--- config.mk ---
export PLATFORM = sky130hd
export DESIGN_NAME = rle_run_decoder
export DESIGN_NICKNAME = d
export VERILOG_FILES = /design/src/rtl/rle_run_decoder.sv
export SDC_FILE = /design/constraint.sdc
export NUM_CORES = 1
export LEC_CHECK = 0
export CORE_ASPECT_RATIO = 1.5
export CORE_UTILIZATION = 60
export CTS_BUF_LIST = sky130_fd_sc_hd__clkbuf_4
export DETAILED_ROUTE_END_ITERATION = 10
export PLACE_DENSITY = 0.87
export SLEW_MARGIN = 0
export SYNTH_ARGS = -nofsm -noshare
export SYNTH_HDL_FRONTEND = slang
export SYNTH_SLANG_ARGS = --single-unit
--- constraint.sdc ---
create_clock -name clk -period 3.94 [get_ports clk]
set_clock_uncertainty 0.05 [all_clocks]
set_input_delay 0.591 -clock clk [delete_from_list [all_inputs] [get_ports clk]]
set_output_delay 0.591 -clock clk [all_outputs]
set_load 0.1 [all_outputs]
--- src/rtl/rle_run_decoder.sv ---
// Run-length pixel decoder: turns {len, colour} run words into one colour per active pixel,
// with a one-word prefetch, optional 2x horizontal scaling, end-of-frame marker and underrun flag.
module rle_run_decoder #(
  parameter int COLOUR_BITS  = 6,
  parameter int LEN_BITS     = 10,
  parameter int BLANK_COLOUR = 0
) (
  input  logic                            clk,
  input  logic                            rst,
  input  logic                            frame_start,
  input  logic                            pixel_en,
  input  logic                            hscale,
  input  logic [LEN_BITS+COLOUR_BITS-1:0] data_in,
  input  logic                            data_valid,
  output logic                            data_ready,
  output logic [COLOUR_BITS-1:0]          colour_out,
  output logic                            eof,
  output logic                            underrun,
  input  logic                            status_clr
);

  localparam logic [COLOUR_BITS-1:0] BLANK = COLOUR_BITS'(BLANK_COLOUR);

  logic [COLOUR_BITS-1:0]          cur_colour;
  logic [LEN_BITS-1:0]             cur_rem;
  logic                            cur_valid;
  logic [LEN_BITS+COLOUR_BITS-1:0] nxt_word;
  logic                            nxt_valid;
  logic                            phase;
  logic                            hscale_mode;

  logic [LEN_BITS-1:0]    nxt_len;
  logic [COLOUR_BITS-1:0] nxt_colour;
  logic                   consume;
  logic                   unit_done;
  logic                   run_end;
  logic                   load;
  logic                   accept;

  assign nxt_len    = nxt_word[LEN_BITS+COLOUR_BITS-1:COLOUR_BITS];
  assign nxt_colour = nxt_word[COLOUR_BITS-1:0];
  assign data_ready = !nxt_valid && !eof && !frame_start;

  // The cur slot frees up on the very edge that consumes its last unit, so a waiting
  // prefetch word slides in without a bubble.
  always_comb begin
    consume   = pixel_en && !eof && cur_valid;
    unit_done = consume && (!hscale_mode || phase);
    run_end   = unit_done && (cur_rem == LEN_BITS'(1));
    load      = (!cur_valid || run_end) && nxt_valid;
    accept    = data_valid && data_ready;
  end

  always_ff @(posedge clk or posedge rst) begin
    if (rst) begin
      colour_out  <= BLANK;
      eof         <= 1'b0;
      cur_colour  <= BLANK;
      cur_rem     <= '0;
      cur_valid   <= 1'b0;
      nxt_word    <= '0;
      nxt_valid   <= 1'b0;
      phase       <= 1'b0;
      hscale_mode <= 1'b0;
    end else if (frame_start) begin
      colour_out  <= BLANK;
      eof         <= 1'b0;
      cur_valid   <= 1'b0;
      nxt_valid   <= 1'b0;
      phase       <= 1'b0;
      hscale_mode <= hscale;
    end else begin
      colour_out <= consume ? cur_colour : BLANK;
      if (consume && hscale_mode) begin
        phase <= !phase;
      end
      if (unit_done) begin
        cur_rem <= cur_rem - LEN_BITS'(1);
      end
      // A zero-length word is the end-of-frame marker rather than a run.
      if (load) begin
        nxt_valid <= 1'b0;
        if (nxt_len != '0) begin
          cur_colour <= nxt_colour;
          cur_rem    <= nxt_len;
          cur_valid  <= 1'b1;
        end else begin
          cur_valid <= 1'b0;
          eof       <= 1'b1;
        end
      end else if (run_end) begin
        cur_valid <= 1'b0;
      end
      if (accept) begin
        nxt_word  <= data_in;
        nxt_valid <= 1'b1;
      end
    end
  end

  // Sticky underrun: survives frame_start; a new underrun beats a simultaneous clear.
  always_ff @(posedge clk or posedge rst) begin
    if (rst) begin
      underrun <= 1'b0;
    end else if (pixel_en && !eof && !cur_valid && !frame_start) begin
      underrun <= 1'b1;
    end else if (status_clr) begin
      underrun <= 1'b0;
    end
  end

endmodule
; ---- Word level (Yosys, flattened, before mapping)
; Index checks and enable logic that the tools add are counted.
[totals]
inputBits = 23
out_inout_bits = 9
regBits = 44
word_cells = 61
[op_classes]
addsub = 1
n_bitwise = 1
n_mux = 19
n_reduce_logical = 28
eq_ne = 2
[op_table]
columns = op, n
row1 = 10-bit 2-to-1 mux, 3
row2 = 1-bit 2-to-1 mux, 14
row3 = 6-bit 2-to-1 mux, 2
row4 = 1-bit logical AND, 11
row5 = "10-bit by 1-bit == test with 1-bit output, second input constant", 1
row6 = 10-bit nonzero test, 1
row7 = "10-bit by 1-bit subtractor with 10-bit output, second input constant", 1
row8 = 1-bit zero test, 6
row9 = 2-bit nonzero test, 3
row10 = 3-bit nonzero test, 2
row11 = 2-bit AND reduction, 2
row12 = 3-bit AND reduction, 1
row13 = 1-bit logical OR, 2
row14 = "2-bit inequality test, second input constant", 1
row15 = 1-bit NOT, 1

; ---- Depth between registers and ports, before layout
; Gate-level depths: netlist of run 1.
[depth]
word_depth = 10
mapped_depth = 8
depth_no_buf = 7

; ---- Worst setup path after synthesis of run 1
; OpenSTA, ideal clock, no wires.
[synth_path]
kind = register to register
startpoint = register eof
endpoint = register nxt_word[15]
required_time_ps = 3765
stages_incl_launch_ff = 6
arrival_ps = 4010
path_slack_ps = -245
period_less_slack_ps = 4185
cell_sequence = dfrtp_1 > nor3_1 > and2_1 > buf_2 > buf_2 > mux2_2
[synth_between]
elab_chain_len = 5
[synth_rtl]
columns = element, line
row1 = start: declaration, 17  ; output logic eof,
row2 = start signal: assignment, 57  ; eof <= 1'b0;
row3 = start signal: assignment, 67  ; eof <= 1'b0;
row4 = start signal: assignment, 89  ; eof <= 1'b1;
row5 = 1-bit zero test, 42  ; assign data_ready = !nxt_valid && !eof && !frame_start;
row6 = 1-bit logical AND (2 in a row), 42
row7 = via data_ready, 15  ; output logic data_ready,
row8 = 1-bit logical AND, 51  ; accept = data_valid && data_ready;
row9 = 2-bit AND reduction (no source line), n/a
row10 = end signal: assignment, 95  ; nxt_word <= data_in;
row11 = end: declaration, 27  ; logic [LEN_BITS+COLOUR_BITS-1:0] nxt_word;
; The timed path passes the listed nets, and every way through them passes these cells.
; A chain may end at the register's enable or synchronous reset.

; ---- Final worst setup path of run 1
[layout_path]
startpoint = register eof
endpoint = output port eof
; No word-level cell between the ends.

==> results.md, run 1 <==
- DRT Pass-1 Iters: 4
- CP required: 3.30 ns
- Syn Area/Cell: between 10 and 15 um2
- Vias in the first global route: 1,594
- Synth Cell Area: 2170 um2
- Die Span X: 51.1 um
- Share of layout cells above drive strength 1: 20.3%
- Setup TNS Final: 0 ns
- Distinct cells, synth: 50
- Max Cap Viol: 0
- Row cnt: 26
- Tot GR Track Use: 27.4%
- Worst setup SP type: flip-flop
- Wirelength per Cell: 17.4 um
- Flops & latches, synth: 44
- CTS tree: done
- Commonest cells post-synth: dfrtp_1, mux2_2, nor2_1
- Core area: 3420 um2
- CP delay by family, top: buffers and inverters
- Post-cts sizing count: 0
- Syn Inst Count: 189
- CP startpoint: eof
- HPWL Detailed: about 3.4 mm
- I/O pin cnt: 32
- Setup CP Type: reg -> out
- Vias per cell: 6.31
- Post-synth EDFFs: 0
- CTS Hold Bufs: 0
- Port buffer count: 31
- Slowest stage delay, CP: 1.17 ns
- Post-synth top area share: about half
- CTS Sinks: 44
- Reg clk slew, reported paths: between 0.1 and 0.15 ns
- Dpl cells: 256
- Yosys Warn Count: 0
- Postcts setup bufs: 0
- Worst setup EP type: output pin
- Relative slew slack: 34.8%
- Initial antenna violation count: 0
- Ant. Diodes: 0
- RePlAce Congestion: roughly 0.86
- DR vias: 1,666
- Max IR drop VDD: about 0.00040 V
- Max Root-Sink Buffers: 2
- Die ar.: 3860 um2
- Placed cell area: around 2500 um2
- Slew Limit Fails: 0
- # DRC: 0
- Most numerous cell in the Yosys netlist: dfrtp_1
- Non-filler cells, final: about 260
- RSZ-0062 raised after global routing: false
- Post-route clock period utilization: 66.7%
- Cell Chain, Critical Path: clkdlybuf4s50_1
- Starting density of the core: around 63%
- Synthesis-to-finish area growth: 19.2%
- CP bufs+invs: 1
- Crit path DAT: 1.99 ns
- Top cells by area, synth: dfrtp_1, mux2_2, mux2_4, nor2_1, and3_1
- Cell accounting for the most synthesized area: dfrtp_1
- Fmax: 0.380 GHz
- Nets: 246
- R2r startpoint: cur_rem[1]
- Worst hold path type: reg -> reg
- # H-tree levels: 2
- Final setup violation count: 0
- Chip height: 75.6 um
- Final period demand of the worst path: 2.63 ns
- CTS Buf Count: 5
- Pwr dens: 462 nW/um2
- Final wirelength: 4.60 mm
- Slowest CP cell: clkdlybuf4s50_1
- Fillers: around 230
- Worst slew pin tran: 0.975 ns
- Async SR Flop Fraction: 100%
- Register area share after synthesis: 50.8%
- Mapped Nets: 214
- Root buffer cell: clkbuf_4
- Status: finished clean
- Static Leak: 0.00113 uW
- Area of the multi-input gates: 997 um2
- Register area: 1100 um2
- Ys flop type: dfrtp_1
- Finished Cell Area: ~2600 um2
- DRT iter0 DRCs: approximately 80
- DRT antenna net count: 0
- First-pass GRT wire length: approximately 7.6 mm
- Total gr overflow: 0
- Hold path startpoint: cur_colour[5]
- Max FO, Critical Path: 6
- Largest net degree at the start of global routing: 45
- Fin. Hold Viols: 0
- Clock Latency Late Sink: 0.37 ns
[path summary, 6_finish.rpt]
check	to	slack, ns	cells after the start
max	eof	1.31	1
min	cur_colour[5]	0.47	1
max reg2reg	cur_rem[5]	1.67	7
min reg2reg	cur_colour[5]	0.47	1
max in group asynchronous	colour_out[5]	2.87	3
min in group asynchronous	nxt_word[14]	0.60	3
[kinds of logic (layout without fill, tap and decap cells)]
kind of cell | after synthesis | count (layout) | share of synthesized area [%]
compound gates | 28 | 28 | 10.4
flops | 44 | 44 | 50.8
xor+xnor | 1 | 1 | 0.404
simple gates | 75 | 75 | 20.8
mux | 23 | 23 | 13.0
fa+ha+maj | 2 | 2 | 1.15
buf+inv | 16 | 49 | 3.46
[per-stage QoR]
step / hold WS (ns) / setup slack [ns] / power [uW] / util (%)
floorplan: 0.423 / 0.689 / 833 / -
global placement: 0.439 / 1.32 / 895 / 73.3
detailed placement: 0.445 / 1.23 / 922 / 73.3
CTS: 0.475 / 1.29 / 1200 / 75.6
global route: 0.498 / 1.24 / 1260 / 75.6
finish: 0.472 / 1.31 / 1190 / 75.6
[final cells by class]
class                           count  area share (%)
Inverter                            8            1.16
Tap cell                           42            2.03
Timing Repair Buffer               33            12.5
Clock buffer                        5            1.45
Sequential cell                    44            42.6
Multi-Input combinational cell    129            38.6
Clock inverter                      3            1.65
[layout by cell type, fill, tap and decap left out, types with 4 or more instances in the layout]
cell type / instances
a21oi_1: 5
o21ai_0: 4
and3_1: 6
clkdlybuf4s50_1: 30
inv_1: 8
dfrtp_1: 44
nand3_1: 6
mux2_2: 17
nor2b_1: 4
clkbuf_4: 5
mux2_4: 6
nand2_1: 10
nand4_1: 4
nor3_1: 4
nor2_1: 17
[report_power, final]
| group | switching, uW | total [uW] | internal (uW) |
|---|---|---|---|
| clock | 146 | 279 | 133 |
| sequential | 80.1 | 620 | 540 |
| combinational | 144 | 295 | 150 |
[per-layer routing]
layer | wire, um | up-vias | GRT usage (%)
met3 | 231 | 21 | 4.99
met2 | 2440 | 70 | 46.2
met4 | 189 | 0 | 16.4
met1 | 1740 | 823 | 32.7
li1 | - | 752 | -
met5 | 0 | - | 0
[flip-flops by register name, summed over array words and instances (netlist names)]
signal,cells
hscale_mode,1
phase,1
cur_valid,1
nxt_word,16
cur_rem,10
colour_out,6
cur_colour,6
nxt_valid,1
underrun,1
eof,1
No activity file was read; power rests on OpenSTA's default activity.
==> inputs of run 2 (changes only) <==
Settings changed: CORE_UTILIZATION 60 to 56, PLACE_DENSITY 0.87 to 0.82.
Clock period 3.94 ns to 2.5 ns, I/O delays scaled along.
==> run 2 against run 1 <==
  * Register-to-register slack worse by 1.3 ns
  * Final cell count up 2.7%
  * Largest cell class unchanged
  * Clock power grew 30%
  * Via count down 1.2%
  * Sequential power increased by 58%
  * Setup slack worse by 0.97 ns
  * Largest power group unchanged
  * Wire length increased by 5.6%
  * Count of clock-buffer cells in the layout is 2 higher
  * Critical path depth rose by 3
==> results.md, run 2 (synthesis gave the netlist of run 1 again) <==
- Post-route clock period utilization: 86.3%
- Wirelength per Cell: around 18 um
- CTS Hold Bufs: 0
- Post-cts sizing count: 0
- RSZ-0062 raised after global routing: false
- RePlAce Congestion: a little over 0.9
- DRT antenna net count: 0
- Cell Chain, Critical Path: nor4_1 -> nand4_1 -> a221oi_1 -> and4b_1
- Fin. Hold Viols: 0
- Core area: 3680 um2
- I/O pin cnt: 32
- Max Cap Viol: 0
- Worst setup EP type: flip-flop
- Vias in the first global route: 1,684
- R2r startpoint: nxt_word[15]
- DRT Pass-1 Iters: 4
- Worst hold path type: in -> async
- Commonest non-fill, non-tap cells in the layout: dfrtp_1, clkdlybuf4s50_1, mux2_2, nor2_1, buf_4
- Max FO, Critical Path: 10
- Vias per cell: 6.07
- Hold WS: 0.275 ns
- Share of layout cells above drive strength 1: 26.8%
- Synthesis-to-finish area growth: 20.5%
- Clock Latency Late Sink: 0.35 ns
- CP required: 2.71 ns
- Port buffer count: 31
- Slowest stage delay, CP: 0.52 ns
- Starting density of the core: 58.9%
- Fmax: between 0.4 and 0.5 GHz
- Largest Register: nxt_word
- Chip height: 78.2 um
- Final period demand of the worst path: 2.16 ns
- CTS Sinks: 44
- Slowest CP cell: nand4_1
- Die ar.: 4130 um2
- CP bufs+invs: 0
- Final setup violation count: 0
- CP delay by family, top: simple AND/OR/NAND/NOR gates
- Max IR drop VDD: 0.000522 V
- Relative slew slack: between 60% and 70%
- Final wirelength: 4.86 mm
- Slew Limit Fails: 0
- Postcts setup bufs: 0
- Total gr overflow: 0
- # H-tree levels: 2
- Reg clk slew, reported paths: about 0.13 ns
- Initial antenna violation count: 0
- Root buffer cell: clkbuf_4
- DRT iter0 DRCs: 43
- Nets: 252
- Most common cell after layout, fill and taps aside: dfrtp_1
- Ant. Diodes: 0
- Setup TNS Final: 0 ns
- DR vias: about 1.6k
- First-pass GRT wire length: 7.96 mm
- Tot GR Track Use: 26.6%
- Setup CP Type: reg -> reg
- Crit path DAT: around 2.4 ns
- Die Span X: 52.8 um
- Worst slew pin tran: 0.579 ns
- HPWL Detailed: 3.67 mm
- Largest register FFs: 16
- Status: finished clean
- CTS tree: done
- Largest regs: nxt_word (16), cur_rem (10)
- Worst setup SP type: flip-flop
- CP startpoint: nxt_word[15]
- # DRC: 0
- Max Root-Sink Buffers: 2
- Static Leak: 0.00117 uW
- CTS Buf Count: 5
- Row cnt: 27
- Pwr dens: 695 nW/um2
- Largest net degree at the start of global routing: 33
-- run 2: layer usage --
| metal | wire, um | up-vias | share of wire (%) | GRT usage (%) |
|---|---|---|---|---|
| li1 | - | 761 | - | - |
| met1 | 1970 | 827 | 40 | 31.3 |
| met2 | 2560 | 48 | 53 | 45.8 |
| met3 | 235 | 10 | 4.8 | 5.81 |
| met4 | 93 | 0 | 1.9 | 9.74 |
| met5 | 0 | - | 0 | 0 |
-- run 2: final timing paths --
path	end	depth (start not counted)	slack, ns
setup / recovery	cur_rem[7]	4	0.34
hold / removal	phase	3	0.28
setup reg to reg	cur_rem[7]	4	0.34
hold reg to reg	nxt_word[4]	1	0.47
max in group asynchronous	eof	3	1.72
min in group clk	nxt_word[4]	1	0.47
-- run 2: cell type report --
class,instances,area (um2)
well taps,43,53.8
fillers,280,1070
flip-flops and latches,44,1100
repair buffers,39,360
clock buffers,7,52.6
multi-input cells,129,1000
inverters,8,30.0
clock inverters,1,8.76
-- run 2: worst register-to-register path, cell delays in order, from the launching register on --
cell,delay (ns)
dfrtp_1,0.42
nor4_1,0.47
nand4_1,0.52
a221oi_1,0.40
and4b_1,0.22
-- run 2: power breakdown --
group | switching, uW | total [uW] | internal [uW]
Clock | 227 | 362 | 135
Combinational | 230 | 477 | 247
Sequential | 126 | 977 | 851
Total | 583 | 1820 | 1230
-- run 2: stage by stage --
stage / instances / utilization, % / worst slack (ns) / total power [uW] / instance area, um2
after detailed placement: 263 / 69.3 / 0.130 / 1470 / 2550
after global placement: 263 / 69.3 / 0.261 / 1430 / 2550
after floorplan: 189 / - / 0.00894 / 1320 / 2200
final: 271 / 71.0 / 0.342 / 1820 / 2610
after CTS: 271 / 71.0 / 0.408 / 1820 / 2610
after global routing: 271 / 71.0 / 0.283 / 1910 / 2610
==> inputs of run 3 (changes only) <==
--- a/config.mk
+++ b/config.mk
@@ -8,6 +8,6 @@
 export CORE_ASPECT_RATIO = 1.5
-export CORE_UTILIZATION = 56
+export CORE_UTILIZATION = 55
 export CTS_BUF_LIST = sky130_fd_sc_hd__clkbuf_4
 export DETAILED_ROUTE_END_ITERATION = 10
-export PLACE_DENSITY = 0.82
+export PLACE_DENSITY = 0.81
 export SLEW_MARGIN = 0
==> constraint.sdc (replaced) <==
create_clock -name clk -period 2.5 [get_ports clk]
set_clock_uncertainty 0.05 [all_clocks]
set_input_delay 0.5 -clock clk [delete_from_list [all_inputs] [get_ports clk]]
set_output_delay 0.5 -clock clk [all_outputs]
set_load 0.1 [all_outputs]
==> run 3 against run 2 <==
  * Maximum frequency increased by 1.5%
  * Sequential power decreased by 0.5%
  * Utilization decreased by 0.78 points
  * Final cell count unchanged
  * Highest routed layer unchanged
  * Flip-flop and latch count unchanged
  * Critical path depth unchanged
  * Sequential share of layout area increased by 0.081 points
  * Combinational power about the same
  * Wire length decreased by 2.1%
==> results.md, run 3 (synthesis gave the netlist of run 1 again) <==
- Commonest non-fill, non-tap cells in the layout: dfrtp_1, clkdlybuf4s50_1, mux2_2, nor2_1, buf_4
- Synthesis-to-finish area growth: 20.3%
- Largest regs: nxt_word (16), cur_rem (10)
- Total gr overflow: 0
- Postcts setup bufs: 0
- Pwr dens: 689 nW/um2
- Slew Limit Fails: 0
- Largest register FFs: 16
- Reg clk slew, reported paths: approximately 0.13 ns
- I/O pin cnt: 32
- Tot GR Track Use: 26.5%
- CP required: 2.72 ns
- Ant. Diodes: 0
- Flop pwr share: a little over half
- Clock Latency Late Sink: 0.36 ns
- Combinational share of power: 26.4%
- Chip height: 78.9 um
- Setup TNS Final: 0 ns
- Post-cts sizing count: 0
- Finished Cell Area: 2610 um2
- Final wirelength: 4.75 mm
- Worst hold path type: reg -> reg
- Sw Share: 32.4%
- DR vias: 1,651
- Worst setup SP type: flip-flop
- CTS tree: done
- HPWL Detailed: 3.44 mm
- Nets: 252
- CTS Buf Count: 5
- Die Span X: 53.3 um
- Vias per cell: 6.09
- Fmax: 0.470 GHz
- Crit path DAT: 2.34 ns
- Setup CP Type: reg -> reg
- Die ar.: 4200 um2
- Post-route clock period utilization: ~85%
- Worst setup EP type: flip-flop
- Pre-CTS WS: 0.213 ns
- Row cnt: 27
- Clock network fraction of total power: 19.5%
- Final period demand of the worst path: 2.13 ns
- # DRC: 0
- Max Root-Sink Buffers: 2
- Worst slew pin tran: approximately 0.55 ns
- Core area: 3720 um2
- CTS Hold Bufs: 0
- DRT iter0 DRCs: 57
- PnR Total Power: 1800 uW
- Final setup violation count: 0
- DRT Pass-1 Iters: 4
- Largest net degree at the start of global routing: 45
- Cell Int Power: about 1200 uW
- Placed cell area: 2550 um2
- Status: finished clean
- Static Leak: 0.00117 uW
- PnR worst setup slack: 0.374 ns
- Vias in the first global route: 1,747
- Initial antenna violation count: 0
- Max IR drop VDD: 0.000693 V
- Psw: 581 uW
- # H-tree levels: 2
- Max Cap Viol: 0
- RSZ-0062 raised after global routing: false
- CTS Sinks: 44
- Wirelength per Cell: between 15 and 20 um
- Starting density of the core: 58.4%
- Share of layout cells above drive strength 1: 26.3%
- Max FO, Critical Path: 10
- Port buffer count: 31
- DRT antenna net count: 0
- RePlAce Congestion: 0.947
- Largest Register: nxt_word
- Most common cell after layout, fill and taps aside: dfrtp_1
- Fillers: ~290
- First-pass GRT wire length: 7.96 mm
- Fin. Hold Viols: 0
- Root buffer cell: clkbuf_4
- Relative slew slack: 63.1%
==> run 3: cell types whose count changed in the layout (fill, tap and decap cells not counted) <==
cell / before / now
clkbuf_4: 7 / 6
clkinv_4: 1 / 0
clkinvlp_4: 0 / 1
clkinv_1: 0 / 1
==> run 3: cell type report <==
cell class              count  area [um2]  share of cell area, %
well taps                  43        53.8                   2.06
repair buffers             39         360                   13.8
multi-input cells         129        1000                   38.5
clock buffers               6        45.0                   1.73
flip-flops and latches     44        1100                   42.4
clock inverters             2        11.3                  0.432
inverters                   8        30.0                   1.15
==> run 3: per-layer routing <==
| metal | global-route usage [%] | part of all wire [%] |
|---|---|---|
| met5 | 0 | 0 |
| met4 | 13.9 | 2.3 |
| met3 | 5.17 | 3.2 |
| met2 | 45.4 | 55 |
| met1 | 29.7 | 40 |
==> run 3: through the flow <==
stage | util [%] | hold WS, ns | instances
floorplan | - | 0.423 | 189
global placement | 68.7 | 0.437 | 263
detailed placement | 68.7 | 0.443 | 263
CTS | 70.2 | 0.475 | 271
global route | 70.2 | 0.486 | 271
finish | 70.2 | 0.470 | 271
==> run 3: worst max-delay path, stage by stage, from the launching register on <==
cell	delay [ns]
dfrtp_1	0.42
nor4_1	0.47
nand4_1	0.48
and2_1	0.37
a211oi_1	0.25
==> run 3: power groups by stage <==
stage | clock [uW] | sequential, uW | combinational (uW)
finish | 350 | 972 | 475
global route | 382 | 990 | 515
CTS | 358 | 971 | 479
detailed placement | 0 | 987 | 472
global placement | 0 | 974 | 454
floorplan | 0 | 983 | 333
==> run 3: worst paths after layout <==
kind / slack [ns] / from / depth (start not counted) / to
min reg2reg: 0.47 / cur_colour[0] / 1 / cur_colour[0]
max: 0.37 / nxt_word[15] / 4 / cur_rem[2]
max reg2reg: 0.37 / nxt_word[15] / 4 / cur_rem[2]
min: 0.47 / cur_colour[0] / 1 / cur_colour[0]
max in group asynchronous: 1.47 / rst / 3 / eof
min in group asynchronous: 0.51 / rst / 3 / colour_out[3]
